### config.mk
export PLATFORM = sky130hd
export DESIGN_NAME = voice_allocator_flat
export DESIGN_NICKNAME = d
export VERILOG_FILES = /design/src/rtl/voice_allocator_pkg.sv /design/src/rtl/voice_allocator_if.sv /design/src/rtl/voice_allocator_scancode_note_lut.sv /design/src/rtl/voice_allocator.sv /design/src/flat_wrapper.sv
export SDC_FILE = /design/constraint.sdc
export NUM_CORES = 1
export LEC_CHECK = 0
export CORE_ASPECT_RATIO = 1.75
export CORE_MARGIN = 5
export CORE_UTILIZATION = 35
export CTS_BUF_LIST = sky130_fd_sc_hd__clkbuf_2 sky130_fd_sc_hd__clkbuf_4 sky130_fd_sc_hd__clkbuf_8
export CTS_CLUSTER_SIZE = 8
export DETAILED_ROUTE_END_ITERATION = 6
export GPL_ROUTABILITY_DRIVEN = 0
export PLACE_DENSITY = 0.61
export SLEW_MARGIN = 30
export SYNTH_ARGS = -nofsm -noshare
export SYNTH_HDL_FRONTEND = slang
export SYNTH_SLANG_ARGS = --single-unit
### constraint.sdc
create_clock -name clk_sys -period 6.2 [get_ports clk_sys]
set_input_delay 1.55 -clock clk_sys [delete_from_list [all_inputs] [get_ports clk_sys]]
set_output_delay 1.55 -clock clk_sys [all_outputs]
set_load 0.1 [all_outputs]
### src/rtl/voice_allocator_pkg.sv
// Shared types and constant tables for the voice allocator: note ratios,
// scancode-to-semitone map, key event record and FSM state encoding.
package voice_allocator_pkg;

    localparam int NUM_NOTES = 13;

    // Just-intonation ratios of semitones 0..12 relative to semitone 0, Q12.20 (truncated).
    localparam logic [31:0] NOTE_RATIO_Q20 [0:NUM_NOTES-1] = '{
        32'h0010_0000,  // 1/1
        32'h0011_1111,  // 16/15
        32'h0012_0000,  // 9/8
        32'h0013_3333,  // 6/5
        32'h0014_0000,  // 5/4
        32'h0015_5555,  // 4/3
        32'h0016_8000,  // 45/32
        32'h0018_0000,  // 3/2
        32'h0019_9999,  // 8/5
        32'h001A_AAAA,  // 5/3
        32'h001C_CCCC,  // 9/5
        32'h001E_0000,  // 15/8
        32'h0020_0000   // 2/1
    };

    // PS/2 set-2 scancodes of the keys playing semitones 0..12.
    localparam logic [7:0] SCANCODE_MAP [0:NUM_NOTES-1] = '{
        8'h15, 8'h16, 8'h1D, 8'h26, 8'h24, 8'h2D, 8'h2E,
        8'h2C, 8'h36, 8'h35, 8'h3D, 8'h3C, 8'h43
    };

    // Bit order matches ps2_key[9:0] so the port slice casts directly.
    typedef struct packed {
        logic       pressed;
        logic       extended;
        logic [7:0] scancode;
    } key_evt_t;

    typedef enum logic [1:0] {
        ST_IDLE,
        ST_DECODE,
        ST_SCAN,
        ST_COMMIT
    } alloc_state_e;

    // Voice age counter that sticks at its maximum instead of wrapping.
    function automatic logic [7:0] age_inc(input logic [7:0] age);
        return (age == 8'hFF) ? age : age + 8'd1;
    endfunction

endpackage

### src/rtl/voice_allocator_if.sv
// Key-event input and per-voice output bundle between hps_io glue and the
// synthesizer. Handshake: none -- ps2_key is a level bus whose bit 10 toggles
// once per new key event; every output is a registered level except
// event_dropped, which is a one-cycle pulse. dbg_state mirrors the FSM state.
interface voice_allocator_if
    import voice_allocator_pkg::*;
#(
    parameter int NUM_VOICES = 8
) ();
    logic [10:0]                 ps2_key;
    logic [NUM_VOICES-1:0][31:0] frequencies;
    logic [NUM_VOICES-1:0][31:0] voice_volumes;
    logic                        busy;
    logic [4:0]                  active_count;
    logic                        event_dropped;
    alloc_state_e                dbg_state;

    modport master (
        output ps2_key,
        input  frequencies, voice_volumes, busy, active_count, event_dropped, dbg_state
    );

    modport slave (
        input  ps2_key,
        output frequencies, voice_volumes, busy, active_count, event_dropped, dbg_state
    );
endinterface

### src/rtl/voice_allocator_scancode_note_lut.sv
// Combinational scancode -> semitone lookup; valid is low for unmapped keys.
module scancode_note_lut
    import voice_allocator_pkg::*;
(
    input  logic [7:0] scancode,
    output logic       valid,
    output logic [3:0] note
);

    // Linear match against the 13-entry map; entries are distinct so at most one hits.
    always_comb begin
        valid = 1'b0;
        note  = 4'd0;
        for (int i = 0; i < NUM_NOTES; i++) begin
            if (scancode == SCANCODE_MAP[i]) begin
                valid = 1'b1;
                note  = 4'(i);
            end
        end
    end

endmodule

### src/rtl/voice_allocator.sv
// Turns PS/2 key events into per-voice frequency/volume words. Presses take
// the lowest free voice or steal the oldest; releases silence every voice
// playing the released frequency. Voices are examined one per cycle.
module voice_allocator
    import voice_allocator_pkg::*;
#(
    parameter int          NUM_VOICES = 8,
    parameter int          BASE_HZ    = 110,
    parameter logic [31:0] VOL_ON     = 32'h0010_0000
) (
    input logic              clk_sys,
    input logic              reset_n,
    voice_allocator_if.slave bus
);

    localparam int IW = $clog2(NUM_VOICES);

    alloc_state_e                state;
    logic                        armed;
    logic                        prev_toggle;
    logic                        pend_valid;
    key_evt_t                    pend_evt;
    key_evt_t                    cur_evt;
    key_evt_t                    in_evt;
    logic                        toggle_evt;
    logic                        busy_q;
    logic                        dropped_q;
    logic [31:0]                 freq_reg;
    logic [IW-1:0]               scan_idx;
    logic                        hit;
    logic                        free_found;
    logic [IW-1:0]               free_idx;
    logic [IW-1:0]               oldest_idx;
    logic [7:0]                  oldest_age;
    logic [IW-1:0]               target;
    logic [NUM_VOICES-1:0][31:0] freq_q, freq_nxt;
    logic [NUM_VOICES-1:0][31:0] vol_q, vol_nxt;
    logic [NUM_VOICES-1:0][7:0]  age_q, age_nxt;
    logic [4:0]                  active_q, count_nxt;
    logic                        lut_valid;
    logic [3:0]                  lut_note;

    assign in_evt     = key_evt_t'(bus.ps2_key[9:0]);
    assign toggle_evt = armed && (bus.ps2_key[10] != prev_toggle);

    scancode_note_lut u_lut (
        .scancode (cur_evt.scancode),
        .valid    (lut_valid),
        .note     (lut_note)
    );

    // Voice table after applying the current event; only latched in COMMIT.
    always_comb begin
        freq_nxt  = freq_q;
        vol_nxt   = vol_q;
        age_nxt   = age_q;
        target    = free_found ? free_idx : oldest_idx;
        count_nxt = 5'd0;
        if (cur_evt.pressed) begin
            if (!hit) begin
                for (int i = 0; i < NUM_VOICES; i++) begin
                    if (IW'(i) == target) begin
                        freq_nxt[i] = freq_reg;
                        vol_nxt[i]  = VOL_ON;
                        age_nxt[i]  = 8'd0;
                    end else if (vol_q[i] != '0) begin
                        age_nxt[i]  = age_inc(age_q[i]);
                    end
                end
            end
        end else begin
            for (int i = 0; i < NUM_VOICES; i++) begin
                if (freq_q[i] == freq_reg) vol_nxt[i] = '0;
            end
        end
        for (int i = 0; i < NUM_VOICES; i++) begin
            count_nxt = count_nxt + 5'(vol_nxt[i] != '0);
        end
    end

    // Event capture, pending slot and the IDLE/DECODE/SCAN/COMMIT sequencer.
    always_ff @(posedge clk_sys or negedge reset_n) begin
        if (!reset_n) begin
            state       <= ST_IDLE;
            armed       <= 1'b0;
            prev_toggle <= 1'b0;
            pend_valid  <= 1'b0;
            pend_evt    <= '0;
            cur_evt     <= '0;
            busy_q      <= 1'b0;
            dropped_q   <= 1'b0;
            freq_reg    <= '0;
            scan_idx    <= '0;
            hit         <= 1'b0;
            free_found  <= 1'b0;
            free_idx    <= '0;
            oldest_idx  <= '0;
            oldest_age  <= '0;
            freq_q      <= '0;
            vol_q       <= '0;
            age_q       <= '0;
            active_q    <= '0;
        end else begin
            armed       <= 1'b1;
            prev_toggle <= bus.ps2_key[10];
            dropped_q   <= 1'b0;

            case (state)
                ST_IDLE: begin
                    if (pend_valid) begin
                        cur_evt    <= pend_evt;
                        pend_valid <= 1'b0;
                        state      <= ST_DECODE;
                        busy_q     <= 1'b1;
                    end else if (toggle_evt) begin
                        cur_evt <= in_evt;
                        state   <= ST_DECODE;
                        busy_q  <= 1'b1;
                    end
                end
                ST_DECODE: begin
                    if (cur_evt.extended || !lut_valid) begin
                        state  <= ST_IDLE;
                        busy_q <= 1'b0;
                    end else begin
                        freq_reg   <= 32'(64'(NOTE_RATIO_Q20[lut_note]) * 64'(BASE_HZ));
                        scan_idx   <= '0;
                        hit        <= 1'b0;
                        free_found <= 1'b0;
                        free_idx   <= '0;
                        oldest_idx <= '0;
                        oldest_age <= '0;
                        state      <= ST_SCAN;
                    end
                end
                ST_SCAN: begin
                    if ((vol_q[scan_idx] != '0) && (freq_q[scan_idx] == freq_reg)) hit <= 1'b1;
                    if ((vol_q[scan_idx] == '0) && !free_found) begin
                        free_found <= 1'b1;
                        free_idx   <= scan_idx;
                    end
                    // Strictly-greater keeps the lowest index on equal ages.
                    if (age_q[scan_idx] > oldest_age) begin
                        oldest_age <= age_q[scan_idx];
                        oldest_idx <= scan_idx;
                    end
                    if (scan_idx == IW'(NUM_VOICES - 1)) state <= ST_COMMIT;
                    else                                 scan_idx <= scan_idx + IW'(1);
                end
                ST_COMMIT: begin
                    freq_q   <= freq_nxt;
                    vol_q    <= vol_nxt;
                    age_q    <= age_nxt;
                    active_q <= count_nxt;
                    state    <= ST_IDLE;
                    busy_q   <= 1'b0;
                end
                default: begin
                    state  <= ST_IDLE;
                    busy_q <= 1'b0;
                end
            endcase

            // Events that cannot start the FSM directly queue in the single slot.
            // In IDLE the slot is being drained this cycle, so it can be refilled.
            if (toggle_evt && !(state == ST_IDLE && !pend_valid)) begin
                if (!pend_valid || state == ST_IDLE) begin
                    pend_evt   <= in_evt;
                    pend_valid <= 1'b1;
                end else begin
                    dropped_q  <= 1'b1;
                end
            end
        end
    end

    assign bus.frequencies   = freq_q;
    assign bus.voice_volumes = vol_q;
    assign bus.busy          = busy_q;
    assign bus.active_count  = active_q;
    assign bus.event_dropped = dropped_q;
    assign bus.dbg_state     = state;

endmodule

### src/flat_wrapper.sv
// flat-port wrapper written by rule: the top's interface ports become plain ports
module voice_allocator_flat import voice_allocator_pkg::*;
#(
    parameter int          NUM_VOICES = 8,
    parameter int          BASE_HZ    = 110,
    parameter logic [31:0] VOL_ON     = 32'h0010_0000
)
  (clk_sys, reset_n, bus_ps2_key, bus_frequencies, bus_voice_volumes, bus_busy, bus_active_count, bus_event_dropped, bus_dbg_state);
  voice_allocator_if #(.NUM_VOICES(NUM_VOICES)) bus_i ();
  input logic clk_sys;
  input logic reset_n;
  input wire logic [$bits(bus_i.ps2_key)-1:0] bus_ps2_key;
  output wire logic [$bits(bus_i.frequencies)-1:0] bus_frequencies;
  output wire logic [$bits(bus_i.voice_volumes)-1:0] bus_voice_volumes;
  output wire logic [$bits(bus_i.busy)-1:0] bus_busy;
  output wire logic [$bits(bus_i.active_count)-1:0] bus_active_count;
  output wire logic [$bits(bus_i.event_dropped)-1:0] bus_event_dropped;
  output wire logic [$bits(bus_i.dbg_state)-1:0] bus_dbg_state;
  assign bus_i.ps2_key = bus_ps2_key;
  assign bus_frequencies = bus_i.frequencies;
  assign bus_voice_volumes = bus_i.voice_volumes;
  assign bus_busy = bus_i.busy;
  assign bus_active_count = bus_i.active_count;
  assign bus_event_dropped = bus_i.event_dropped;
  assign bus_dbg_state = bus_i.dbg_state;
  voice_allocator #(.NUM_VOICES(NUM_VOICES), .BASE_HZ(BASE_HZ), .VOL_ON(VOL_ON)) u_core (.clk_sys(clk_sys), .reset_n(reset_n), .bus(bus_i));
endmodule
==> flow_summary.rst <==
.. list-table::
   :header-rows: 1

   * - Metric
     - Value
   * - Outcome
     - finished clean
   * - Asr flop ratio synth
     - between 90% and 100%
   * - Vias in the first global route
     - around 26000
   * - Number of instances in the synthesized netlist
     - 2955
   * - Number of synthesized register bits
     - about 630
   * - Data arrival time at the worst-slack endpoint
     - 6590 ps
   * - Final net count
     - 3588
   * - End-of-flow core utilization
     - ~44%
   * - Post-Synthesis Mean Instance Area
     - around 11 um^2
   * - Count of unresolved DRC violations after routing
     - 0
   * - Transition time at the pin with the least slew margin
     - ~1100 ps
   * - Antenna violations before repair
     - 2
   * - Number of distinct standard cells referenced by the synthesized netlist
     - 71
   * - Maximum cell stage delay along the critical path
     - between 600 and 700 ps
   * - Buf/Inv on CP
     - 3
   * - Effective utilization at floorplan
     - between 30% and 40%
   * - Start-to-end type of the worst setup path
     - flop to flop
   * - Residual overflow from global routing
     - 0
   * - Total Neg Setup Slack
     - 0 ps
   * - LEAKAGE
     - 19.4 nW
   * - Data required, critical path
     - ~6900 ps
   * - Pwr per Cell Area
     - about 290 mW/mm^2
   * - Largest net degree at the start of global routing
     - about 130
   * - Biggest fanout along the worst timing path
     - 8
   * - Crit share post-route
     - a little over nine tenths
   * - Via Count
     - roughly 25000
   * - Flip-flop count of the largest register after layout
     - between 200 and 300
   * - YS warnings
     - 0
   * - Die footprint
     - about 0.099 mm^2
   * - Part of the Yosys area used for sequential elements
     - about half
   * - Drt wl/cell
     - about 26 um
   * - Syn-to-layout area delta
     - 25.1%
   * - Startpoint of the worst-slack reg-to-reg timing path
     - u_core.cur_evt[3]
   * - Chip Width
     - between 200 and 250 um
   * - Wire length of the first global-routing pass
     - around 180000 um
   * - Post-route antenna net violation count
     - 0
   * - Final wirelength
     - ~120000 um
   * - HPWL after detailed placement
     - about 95000 um
   * - Count of flip-flops with a built-in enable after synthesis
     - 0
   * - Proportion of netlist area held by the largest area contributor
     - approximately 50%
   * - Chain of cells forming the critical path
     - or3b_2 -> a21oi_1 -> o21ai_0 -> o21ai_1 -> nand2b_1 -> o22a_1 -> clkinvlp_4 -> fa_1 -> inv_1 -> fa_1 -> inv_1 -> fa_1 -> ha_1 -> nand2_1 -> o311ai_0 -> a21o_1 -> nand4_1 -> and2_1 -> a211o_1 -> a211o_1 -> nand3_1
   * - Via-to-Cell Ratio
     - around 5.3
   * - CTS tree
     - built
   * - Largest buffer count on any clock path
     - 3
   * - Root buffer selected by CTS
     - sky130_fd_sc_hd__clkbuf_8
   * - Cell area after synthesis
     - between 0.03 and 0.04 mm^2
   * - Die extent in y
     - ~410 um
   * - Reg clk slew, reported paths
     - approximately 60 ps
   * - Achievable frequency
     - ~0.17 GHz
   * - Count of pins over their slew limit
     - 0
   * - Setup repair after global routing missed its margin
     - false
   * - First-pass detailed-route iteration total
     - 7
   * - H-tree levels
     - 3
   * - Count of final hold-check violations
     - 0
   * - Cell seen most often among critical-path stages
     - sky130_fd_sc_hd__fa_1
   * - Start point of the critical path
     - u_core.cur_evt[3]
   * - Startpoint of the most critical hold path
     - u_core.bus.busy
   * - Total clock buffers created by CTS
     - 100
   * - Quantity of I/O buffers inserted on ports
     - around 510
   * - Biggest area contributors in the synthesized netlist
     - sky130_fd_sc_hd__dfrtp_1 49%, sky130_fd_sc_hd__xor2_1 5.8%, sky130_fd_sc_hd__mux4_2 5.3%, sky130_fd_sc_hd__nand2_1 5.2%, sky130_fd_sc_hd__and2_1 5.0%
   * - Setup violations, final
     - 0
   * - Cell type with the largest total area after synthesis
     - sky130_fd_sc_hd__dfrtp_1
   * - Sink count of the clock tree
     - between 600 and 700
   * - Standard cell core area
     - between 0.09 and 0.1 mm^2
   * - FP Rows
     - 147
   * - I/O pin count
     - 534
   * - Worst slew margin relative to its limit
     - between 20% and 30%
   * - Cell family with most CP delay
     - adder cells
   * - Number of violations of the max-capacitance limit
     - 0
   * - Layout cells sized above 1
     - about 16%
   * - Overall track demand over capacity in global routing
     - between 20 and 25%
   * - Tmin final
     - a little under 6000 ps
   * - Hold/Removal Path Class
     - flop to flop
   * - Clk_skew
     - between 60 and 70 ps
   * - Worst Setup End Kind
     - flop
   * - First-iteration detailed-routing DRC count
     - around 1800
   * - Most common flop cell mapped by yosys
     - sky130_fd_sc_hd__dfrtp_1
   * - Clock latency at the later pin of the worst-skew pair
     - slightly above 800 ps
   * - Critical path startpoint category
     - flop
   * - Slowest-stage cell, CP
     - sky130_fd_sc_hd__fa_1
   * - Post-CTS Hold Fix Bufs
     - 0
   * - VDD IR max
     - about 0.00020 V
logic make-up (layout without fill, tap and decap cells):
kind of cell,count (synthesis),after routing,share of synthesized area (%)
xor gates and xnor gates,326,326,8.84
adders and majority gates,109,109,5.08
AOI/OAI and AO/OA,217,217,4.14
buffers and inverters,283,835,3.94
muxes,265,265,11.7
and+or+nand+nor,1122,1122,17.4
DFF,631,631,48.9
other,2,28,0.0232
cell usage after synthesis (all sizes together), types with 3 or more instances:
cell    count
nand2     447
and3       15
a31oi       3
a21o       11
nor3b       5
a32o        6
nand3b      5
nand2b     10
o21a        5
ha         68
or3        18
maj3        3
a211o       7
nor4      107
nor2      124
nand4      71
dfrtp     631
buf        97
fa         38
xnor2     113
nor2b       6
and2      259
a22o       11
a21oi      54
a22oi       3
inv        89
o22ai       5
mux2      142
mux4       76
o21ai      89
nor3       13
xor2      213
mux2i      47
nand3      31
clkbuf     97
power by group:
part | switching, mW | internal (mW)
registers | 0.405 | 4.28
clock network | 1.77 | 1.93
logic | 2.13 | 1.04
final timing paths:
kind	end	slack, ps	cells past startpoint
max reg2reg	u_core.freq_reg[27]	320	21
min	u_core.bus.busy	490	1
min reg2reg	u_core.bus.busy	490	1
max	u_core.freq_reg[27]	320	21
min in group asynchronous	u_core.bus.frequencies[236]	810	1
max in group asynchronous	u_core.bus.voice_volumes[122]	4090	2
worst reg2reg max path: stages, from the launching register on:
cell and delay [ps]:
sky130_fd_sc_hd__dfrtp_1 370, sky130_fd_sc_hd__or3b_2 530, sky130_fd_sc_hd__a21oi_1 170, sky130_fd_sc_hd__o21ai_0 80
sky130_fd_sc_hd__o21ai_1 180, sky130_fd_sc_hd__nand2b_1 190, sky130_fd_sc_hd__o22a_1 270, sky130_fd_sc_hd__clkinvlp_4 250
sky130_fd_sc_hd__fa_1 620, sky130_fd_sc_hd__inv_1 70, sky130_fd_sc_hd__fa_1 530, sky130_fd_sc_hd__inv_1 50
sky130_fd_sc_hd__fa_1 460, sky130_fd_sc_hd__ha_1 450, sky130_fd_sc_hd__nand2_1 130, sky130_fd_sc_hd__o311ai_0 340
sky130_fd_sc_hd__a21o_1 190, sky130_fd_sc_hd__nand4_1 100, sky130_fd_sc_hd__and2_1 190, sky130_fd_sc_hd__a211o_1 290
sky130_fd_sc_hd__a211o_1 300, sky130_fd_sc_hd__nand3_1 70
cell type report:
type                       count  area (um^2)
inverter                      89          338
tap                         1192         1490
clock buffer                 147         1820
sequential                   631        15800
fill                        8716        51400
clock inverter                18          185
timing repair buffer         581         5340
antenna                        1         2.50
multi-input combinational   2066        15500
timing repair:
| item | CTS | global route |
|---|---|---|
| gates resized for setup | 0 | 5 |
| hold endpoints to repair | 0 | 0 |
| setup buffers | 0 | 1 |
| endpoints found under the setup margin | 0 | 7 |
placed cells by master, fill, tap and decap left out, types with 18 or more instances in the layout:
cell,netlist,layout
sky130_fd_sc_hd__or3_1,18,18
sky130_fd_sc_hd__mux2_2,130,130
sky130_fd_sc_hd__a21oi_1,52,52
sky130_fd_sc_hd__and2_1,258,258
sky130_fd_sc_hd__clkbuf_4,0,33
sky130_fd_sc_hd__o21ai_0,76,73
sky130_fd_sc_hd__buf_2,57,79
sky130_fd_sc_hd__inv_1,89,88
sky130_fd_sc_hd__nand4_1,71,71
sky130_fd_sc_hd__nand2_1,447,446
sky130_fd_sc_hd__nand3_1,31,31
sky130_fd_sc_hd__xor2_1,213,213
sky130_fd_sc_hd__mux4_2,76,76
sky130_fd_sc_hd__dfrtp_1,631,627
sky130_fd_sc_hd__xnor2_1,113,113
sky130_fd_sc_hd__mux2i_1,47,47
sky130_fd_sc_hd__buf_4,33,76
sky130_fd_sc_hd__ha_1,68,68
sky130_fd_sc_hd__nor2_1,117,113
sky130_fd_sc_hd__conb_1,2,27
sky130_fd_sc_hd__nor4_1,106,104
sky130_fd_sc_hd__clkdlybuf4s50_1,0,416
sky130_fd_sc_hd__clkbuf_8,0,114
sky130_fd_sc_hd__fa_1,38,38
through the flow:
step	instance area, um^2	setup slack [ps]	power (mW)	std cells	hold WS (ps)
after global routing	40400	12.5	12.0	4725	512
after floorplan	32400	579	6.70	2980	462
after detailed placement	38400	72.7	7.87	4558	477
final	40400	322	11.6	4725	493
after global placement	38700	193	7.86	4556	481
after CTS	40400	74.2	11.6	4723	499
metal layers:
layer / up-vias / routed length (um) / track usage [%]
met5: - / 0 / 0
met4: 0 / 10800 / 17.8
met3: 381 / 8530 / 5.31
met2: 1144 / 59900 / 41.1
met1: 12700 / 44100 / 27.3
li1: 11000 / - / -
(Power assumes the default switching activity.)
